==> src/rtl/frame_source_sequencer_if.sv <==
// Bus bundle between the frame sequencer and its environment: frame-start
// input, draw-source start/done handshakes, write-bus select and status flags.
interface frame_source_sequencer_if #(
    parameter int NUM_SOURCES      = 3,
    parameter int SOURCE_SEL_ADDRW = 2
);
    logic                        frame;
    logic [NUM_SOURCES-1:0]      src_enable;
    logic [NUM_SOURCES-1:0]      src_done;
    logic                        clear_flags;
    logic [NUM_SOURCES-1:0]      src_start;
    logic [SOURCE_SEL_ADDRW-1:0] write_source_sel;
    logic                        busy;
    logic                        frame_done;
    logic [NUM_SOURCES-1:0]      timeout_flags;
    logic                        overrun;

    // Sequencer side: consumes frame/handshake inputs, drives grants and status.
    modport master (
        input  frame,
        input  src_enable,
        input  src_done,
        input  clear_flags,
        output src_start,
        output write_source_sel,
        output busy,
        output frame_done,
        output timeout_flags,
        output overrun
    );

    // Environment side: frame manager and draw units.
    modport slave (
        output frame,
        output src_enable,
        output src_done,
        output clear_flags,
        input  src_start,
        input  write_source_sel,
        input  busy,
        input  frame_done,
        input  timeout_flags,
        input  overrun
    );
endinterface

==> src/rtl/frame_source_sequencer.sv <==
// Per-frame draw-source sequencer. On each frame rising edge it grants the
// shared write bus to every enabled source in ascending index order (painter's
// order), waits for each source's done pulse or a watchdog timeout, then pulses
// frame_done. One extra frame edge can be queued; further edges while busy are
// dropped and flagged as overrun.
module frame_source_sequencer #(
    parameter int NUM_SOURCES      = 3,
    parameter int SOURCE_SEL_ADDRW = 2,
    parameter int TIMEOUT_CYCLES   = 420000,
    parameter int TIMEOUT_W        = 20
) (
    input  logic                     clk,
    input  logic                     resetN,
    frame_source_sequencer_if.master bus
);

    // idx must be able to reach NUM_SOURCES, the "all sources visited" marker.
    localparam int                   IDX_W     = $clog2(NUM_SOURCES + 1);
    localparam logic [IDX_W-1:0]     IDX_END   = IDX_W'(NUM_SOURCES);
    localparam logic [TIMEOUT_W-1:0] TIMER_MAX = TIMEOUT_W'(TIMEOUT_CYCLES - 1);

    typedef enum logic [1:0] {
        ST_IDLE = 2'd0,
        ST_SCAN = 2'd1,
        ST_WAIT = 2'd2,
        ST_DONE = 2'd3
    } state_t;

    // One-hot mask for a source index; indices past the last source give zero.
    function automatic logic [NUM_SOURCES-1:0] onehot_f(input logic [IDX_W-1:0] idx);
        onehot_f = NUM_SOURCES'(1'b1) << idx;
    endfunction

    state_t                      state_r,         state_s;
    logic [IDX_W-1:0]            idx_r,           idx_s;
    logic [NUM_SOURCES-1:0]      en_q_r,          en_q_s;
    logic                        pending_r,       pending_s;
    logic                        frame_q_r;
    logic [TIMEOUT_W-1:0]        timer_r,         timer_s;
    logic [NUM_SOURCES-1:0]      src_start_r,     src_start_s;
    logic [SOURCE_SEL_ADDRW-1:0] sel_r,           sel_s;
    logic                        busy_r,          busy_s;
    logic                        frame_done_r,    frame_done_s;
    logic [NUM_SOURCES-1:0]      timeout_flags_r, timeout_flags_s;
    logic                        overrun_r,       overrun_s;

    logic                        fe_s;
    logic [NUM_SOURCES-1:0]      idx_mask_s;
    logic                        en_hit_s;
    logic                        done_hit_s;

    // Frame edge detect and per-index decode of the latched enable mask and done bus
    always_comb begin
        fe_s       = bus.frame & ~frame_q_r;
        idx_mask_s = onehot_f(idx_r);
        en_hit_s   = |(en_q_r & idx_mask_s);
        done_hit_s = |(bus.src_done & idx_mask_s);
    end

    // Next-state, queueing, watchdog and sticky-flag logic
    always_comb begin
        state_s     = state_r;
        idx_s       = idx_r;
        en_q_s      = en_q_r;
        pending_s   = pending_r;
        timer_s     = timer_r;
        src_start_s = '0;
        sel_s       = sel_r;

        // Clear first so that a set event in the same cycle overrides it.
        if (bus.clear_flags) begin
            timeout_flags_s = '0;
            overrun_s       = 1'b0;
        end else begin
            timeout_flags_s = timeout_flags_r;
            overrun_s       = overrun_r;
        end

        // Edges arriving mid-sequence (DONE included) are queued once, then dropped.
        if (fe_s && (state_r != ST_IDLE)) begin
            if (!pending_r) begin
                pending_s = 1'b1;
            end else begin
                overrun_s = 1'b1;
            end
        end else begin
            pending_s = pending_r;
        end

        case (state_r)
            ST_IDLE: begin
                // A frame queued during the DONE cycle itself is picked up here.
                if (fe_s || pending_r) begin
                    en_q_s    = bus.src_enable;
                    idx_s     = '0;
                    pending_s = fe_s & pending_r;
                    state_s   = ST_SCAN;
                end else begin
                    state_s   = ST_IDLE;
                end
            end
            ST_SCAN: begin
                if (idx_r == IDX_END) begin
                    state_s = ST_DONE;
                end else if (en_hit_s) begin
                    sel_s       = SOURCE_SEL_ADDRW'(idx_r);
                    src_start_s = idx_mask_s;
                    timer_s     = '0;
                    state_s     = ST_WAIT;
                end else begin
                    idx_s = idx_r + IDX_W'(1);
                end
            end
            ST_WAIT: begin
                // Done takes priority over a simultaneous timeout.
                if (done_hit_s) begin
                    idx_s   = idx_r + IDX_W'(1);
                    state_s = ST_SCAN;
                end else if (timer_r == TIMER_MAX) begin
                    timeout_flags_s = timeout_flags_s | idx_mask_s;
                    idx_s           = idx_r + IDX_W'(1);
                    state_s         = ST_SCAN;
                end else begin
                    timer_s = timer_r + TIMEOUT_W'(1);
                end
            end
            ST_DONE: begin
                sel_s = '0;
                // A queued frame restarts immediately without passing through IDLE.
                if (pending_r) begin
                    pending_s = 1'b0;
                    en_q_s    = bus.src_enable;
                    idx_s     = '0;
                    state_s   = ST_SCAN;
                end else begin
                    state_s   = ST_IDLE;
                end
            end
            default: begin
                idx_s   = '0;
                state_s = ST_IDLE;
            end
        endcase

        // Status outputs are registered copies of the state being entered.
        frame_done_s = (state_s == ST_DONE);
        busy_s       = (state_s != ST_IDLE);
    end

    // State and output registers with synchronous active-low reset
    always_ff @(posedge clk) begin
        if (!resetN) begin
            state_r         <= ST_IDLE;
            idx_r           <= '0;
            en_q_r          <= '0;
            pending_r       <= 1'b0;
            frame_q_r       <= 1'b0;
            timer_r         <= '0;
            src_start_r     <= '0;
            sel_r           <= '0;
            busy_r          <= 1'b0;
            frame_done_r    <= 1'b0;
            timeout_flags_r <= '0;
            overrun_r       <= 1'b0;
        end else begin
            state_r         <= state_s;
            idx_r           <= idx_s;
            en_q_r          <= en_q_s;
            pending_r       <= pending_s;
            frame_q_r       <= bus.frame;
            timer_r         <= timer_s;
            src_start_r     <= src_start_s;
            sel_r           <= sel_s;
            busy_r          <= busy_s;
            frame_done_r    <= frame_done_s;
            timeout_flags_r <= timeout_flags_s;
            overrun_r       <= overrun_s;
        end
    end

    assign bus.src_start        = src_start_r;
    assign bus.write_source_sel = sel_r;
    assign bus.busy             = busy_r;
    assign bus.frame_done       = frame_done_r;
    assign bus.timeout_flags    = timeout_flags_r;
    assign bus.overrun          = overrun_r;

endmodule

==> src/flat_wrapper.sv <==
// flat-port wrapper written by rule: the top's interface ports become plain ports
module frame_source_sequencer_flat 
#(
    parameter int NUM_SOURCES      = 3,
    parameter int SOURCE_SEL_ADDRW = 2,
    parameter int TIMEOUT_CYCLES   = 420000,
    parameter int TIMEOUT_W        = 20
)
  (clk, resetN, bus_frame, bus_src_enable, bus_src_done, bus_clear_flags, bus_src_start, bus_write_source_sel, bus_busy, bus_frame_done, bus_timeout_flags, bus_overrun);
  frame_source_sequencer_if #(.NUM_SOURCES(NUM_SOURCES), .SOURCE_SEL_ADDRW(SOURCE_SEL_ADDRW)) bus_i ();
  input  logic clk;
  input  logic resetN;
  input wire logic [$bits(bus_i.frame)-1:0] bus_frame;
  input wire logic [$bits(bus_i.src_enable)-1:0] bus_src_enable;
  input wire logic [$bits(bus_i.src_done)-1:0] bus_src_done;
  input wire logic [$bits(bus_i.clear_flags)-1:0] bus_clear_flags;
  output wire logic [$bits(bus_i.src_start)-1:0] bus_src_start;
  output wire logic [$bits(bus_i.write_source_sel)-1:0] bus_write_source_sel;
  output wire logic [$bits(bus_i.busy)-1:0] bus_busy;
  output wire logic [$bits(bus_i.frame_done)-1:0] bus_frame_done;
  output wire logic [$bits(bus_i.timeout_flags)-1:0] bus_timeout_flags;
  output wire logic [$bits(bus_i.overrun)-1:0] bus_overrun;
  assign bus_i.frame = bus_frame;
  assign bus_i.src_enable = bus_src_enable;
  assign bus_i.src_done = bus_src_done;
  assign bus_i.clear_flags = bus_clear_flags;
  assign bus_src_start = bus_i.src_start;
  assign bus_write_source_sel = bus_i.write_source_sel;
  assign bus_busy = bus_i.busy;
  assign bus_frame_done = bus_i.frame_done;
  assign bus_timeout_flags = bus_i.timeout_flags;
  assign bus_overrun = bus_i.overrun;
  frame_source_sequencer #(.NUM_SOURCES(NUM_SOURCES), .SOURCE_SEL_ADDRW(SOURCE_SEL_ADDRW), .TIMEOUT_CYCLES(TIMEOUT_CYCLES), .TIMEOUT_W(TIMEOUT_W)) u_core (.clk(clk), .resetN(resetN), .bus(bus_i));
endmodule
==> config.mk <==
export PLATFORM = sky130hd
export DESIGN_NAME = frame_source_sequencer_flat
export DESIGN_NICKNAME = d
export VERILOG_FILES = /design/src/rtl/frame_source_sequencer_if.sv /design/src/rtl/frame_source_sequencer.sv /design/src/flat_wrapper.sv
export SDC_FILE = /design/constraint.sdc
export NUM_CORES = 1
export LEC_CHECK = 0
export ABC_AREA = 1
export BUFFER_PORTS_ARGS = -buffer_cell sky130_fd_sc_hd__buf_2
export CORE_UTILIZATION = 45
export CTS_CLUSTER_DIAMETER = 30
export DETAILED_ROUTE_END_ITERATION = 7
export GPL_TIMING_DRIVEN = 0
export SLEW_MARGIN = 20
export SYNTH_ARGS = -nofsm -noshare
export SYNTH_HDL_FRONTEND = slang
export SYNTH_SLANG_ARGS = --single-unit
==> constraint.sdc <==
create_clock -name clk -period 2.6 [get_ports clk]
set_clock_uncertainty 0.2 [all_clocks]
set_input_delay 0.65 -clock clk [delete_from_list [all_inputs] [get_ports clk]]
set_output_delay 0.65 -clock clk [all_outputs]
set_load 0.03 [all_outputs]
==> insert_results.sql <==
INSERT INTO impl_metrics (metric_group, metric, value, unit) VALUES
('timing', 'finalHoldViolations', '0', ''),
('clocking', 'cts_hold_buffers', '0', ''),
('global_route', 'grt_antenna_before_repair', '0', ''),
('routing', 'drt-initial-drc-count', '109', ''),
('finish', 'final_layout_size_suffix_gt1_frac', '0.113', ''),
('synth', 'synth.cells.most_frequent', '108 x nand2_1, 72 x nor2_1, 42 x inv_1', ''),
('timing', 'slew_headroom', '0.593', ''),
('clocking', 'htree_levels', '2', ''),
('global_route', 'groute.usage.overall', '0.214', ''),
('routing', 'drtAntennaViolNets', '0', ''),
('finish', 'post-route-util', '0.526', ''),
('synth', 'async_sr_flop_fraction', '0', ''),
('synth', 'postSynth.topFlopCell', 'dfxtp_1', ''),
('timing', 'max_slew.worst_pin.slew', '0.611', 'ns'),
('routing', 'detail_route.drc_violations', '0', ''),
('setup_path', 'timing.critical_path.to_type', 'flop', ''),
('timing', 'setup_repair_after_global_routing_missed_its_margin', 'false', ''),
('synth', 'yosysTopAreaCellShare', '0.336', ''),
('clocking', 'number_of_sinks_on_the_clock_net', '40', ''),
('synth', 'post_synth_num_cell_types', '30', ''),
('global_route', 'maximum_number_of_pins_on_one_net_before_global_route_repair', '15', ''),
('setup_path', 'worst_path_required', '2.56', 'ns'),
('finish', 'design.final.nets', '417', ''),
('clocking', 'cts_inserted_buffers', '5', ''),
('timing', 'report.final.setup_viol', '0', ''),
('timing', 'max_freq', '0.478', 'GHz'),
('global_route', 'vias_in_the_first_global_route', '2108', ''),
('pwr', 'total_power_per_unit_cell_area', '527', 'nW/µm²'),
('synth', 'yosys_register_bits', '40', ''),
('floorplan', 'die_width', '74.8', 'µm'),
('pwr', 'power_leakage', '1.07', 'nW'),
('floorplan', 'row_count', '26', ''),
('place', 'hpwl', '4190', 'µm'),
('floorplan', 'start_util', '0.467', ''),
('synth', 'synthCells', '371', ''),
('setup_path', 'crit_path_max_fanout', '10', ''),
('clocking', 'cts.root.buffer_cell', 'clkbuf_8', ''),
('pwr', 'vdd_ir_drop_max', '236', 'µV'),
('outcome', 'run_status', 'finished clean', ''),
('floorplan', 'floorplan_die_height', '74.8', 'µm'),
('synth', 'synth_area_per_cell', '6.42', 'µm²'),
('timing', 'final_period_minus_worst_setup_slack', '2.09', 'ns'),
('pwr', 'total_power', '1.41', 'mW'),
('synth', 'synth_most_common_cell', 'nand2_1', ''),
('synth', 'synth.net_count', '390', ''),
('clocking', 'tritoncts', 'yes', ''),
('place', 'buffer_ports.inserted', '20', ''),
('worst_hold_path', 'hold_class', 'reg -> reg', ''),
('floorplan', 'core', '5110', 'µm²'),
('clocking', 'clock_latency_on_the_worst_skew_pair', '0.30', 'ns'),
('finish', 'diodes', '0', ''),
('setup_path', 'cp_data_arrival_time', '2.05', 'ns'),
('clocking', 'clkSlewWorstSetupHoldPaths', '0.09', 'ns'),
('clocking', 'cts.repair.resized', '0', ''),
('floorplan', 'die_outline_area', '5590', 'µm²'),
('finish', 'area_growth_syn_to_layout', '12.7', '%'),
('timing', 'totalNegativeSetupSlack', '0', 'ns'),
('synth', 'netlist.top_cell.by_area', 'dfxtp_1', ''),
('global_route', 'grt_first_pass_wirelength', '9100', 'µm'),
('routing', 'first_pass_iters', '4', ''),
('clocking', 'postCtsSetupRepairBufs', '0', ''),
('synth', 'synth_sequential_area_ratio', '0.336', ''),
('floorplan', 'io-pin-count', '21', ''),
('synth', 'syn_area', '2380', 'µm²'),
('job', 'max_cap_viol_count', '0', ''),
('global_route', 'grt_overflow_total', '0', ''),
('routing', 'dr_total_vias', '2231', ''),
('timing', 'final_min_period_over_clock_period', '0.804', ''),
('setup_path', 'setup.worst_path.class', 'reg -> reg', ''),
('clocking', 'buffer_depth_of_the_longest_clock_path', '2', ''),
('setup_path', 'critical_path.startpoint_type', 'flop', ''),
('synth', 'cells_taking_the_most_area_after_synthesis', 'dfxtp_1 34%, nand2_1 17%, nor2_1 11%', ''),
('timing', 'report.final.slew_viol_count', '0', ''),
('place', 'gpl.final_weighted_congestion', '0.889', ''),
('routing', 'via_density_per_instance', '4.76', ''),
('routing', 'wl_per_cell', '11.6', 'µm'),
('synth', 'ys_warn_count', '0', ''),
('synth', 'edff_count_synth', '0', ''),
('routing', 'routed_wirelength', '5440', 'µm');
-- where the power goes --
| group | switching, mW | internal (mW) |
|---|---|---|
| registers | 0.0162 | 0.635 |
| clock network | 0.239 | 0.289 |
| logic | 0.154 | 0.0812 |
| total | 0.409 | 1.01 |
-- critical path: stages (launching register included) --
cell and delay, ns:
dfxtp_1 0.43, ha_1 0.31, nand3_2 0.14, nor2_2 0.20, nand4_2 0.19, nand3_4 0.14, inv_2 0.08, buf_6 0.15
nand2_1 0.07, a21oi_2 0.05
-- through the flow --
stage | hold slack, ns | std cells | area [µm²] | setup slack, ns
after floorplan | 0.224 | 371 | 2380 | 0.785
after global placement | 0.237 | 461 | 2570 | 0.516
after detailed placement | 0.239 | 461 | 2570 | 0.502
after CTS | 0.253 | 469 | 2690 | 0.491
after global routing | 0.285 | 469 | 2690 | 0.334
final | 0.252 | 469 | 2690 | 0.510
-- final cells by class --
class,instances,area [µm²]
Buffer,8,63.8
Clock buffer,5,68.8
Clock inverter,3,46.3
Fill cell,547,2420
Inverter,44,165
Multi-Input combinational cell,279,1350
Sequential cell,40,801
Tap cell,70,87.6
Timing Repair Buffer,20,100
-- metal layers --
metal  vias to the layer above  wire length, µm  part of all wire  track usage
li1                       1216                -                 -            -
met1                       984             2500              0.46        0.241
met2                        22             2730              0.50        0.406
met3                         9              119             0.022       0.0361
met4                         0               93             0.017       0.0713
met5                         -                0                 0            0
-- state kept, by name, indices dropped and copies added (netlist names) --
signal	cells
u_core.state_r	2
u_core.bus.frame_done	1
u_core.bus.src_start	3
u_core.pending_r	1
u_core.timer_r	20
u_core.bus.write_source_sel	2
u_core.bus.busy	1
u_core.frame_q_r	1
u_core.idx_r	2
u_core.bus.overrun	1
u_core.bus.timeout_flags	3
u_core.en_q_r	3
-- path summary, 6_finish.rpt --
kind / slack (ns) / end / startpoint / cells after the start
setup / recovery: 0.51 / u_core.timer_r[16] / u_core.timer_r[0] / 9
hold / removal: 0.25 / u_core.en_q_r[0] / u_core.en_q_r[0] / 2
setup reg to reg: 0.51 / u_core.timer_r[16] / u_core.timer_r[0] / 9
hold reg to reg: 0.25 / u_core.en_q_r[0] / u_core.en_q_r[0] / 2
-- kinds of logic after synthesis --
kind of cell	count (synthesis)	synth area share
flip-flops	40	0.336
AO/OA/AOI/OAI	41	0.0997
XOR/XNOR	11	0.0404
buffers and inverters	52	0.0961
adder cells (fa/ha/maj)	9	0.0472
AND/OR/NAND/NOR	218	0.381
-- placed cells by master, fill, tap and decap left out, types with 5 or more instances in the layout --
cell      netlist  layout
clkbuf_8        0       5
nand2_1       108     108
o21ai_0        10      10
ha_1            9       9
a21oi_1        21      21
dfxtp_1        40      40
a21oi_2         5       5
xor2_1          8       8
nand3_1        23      23
inv_1          42      42
nor2_1         72      72
buf_2           0      20
No activity file was read; power rests on OpenSTA's default activity.
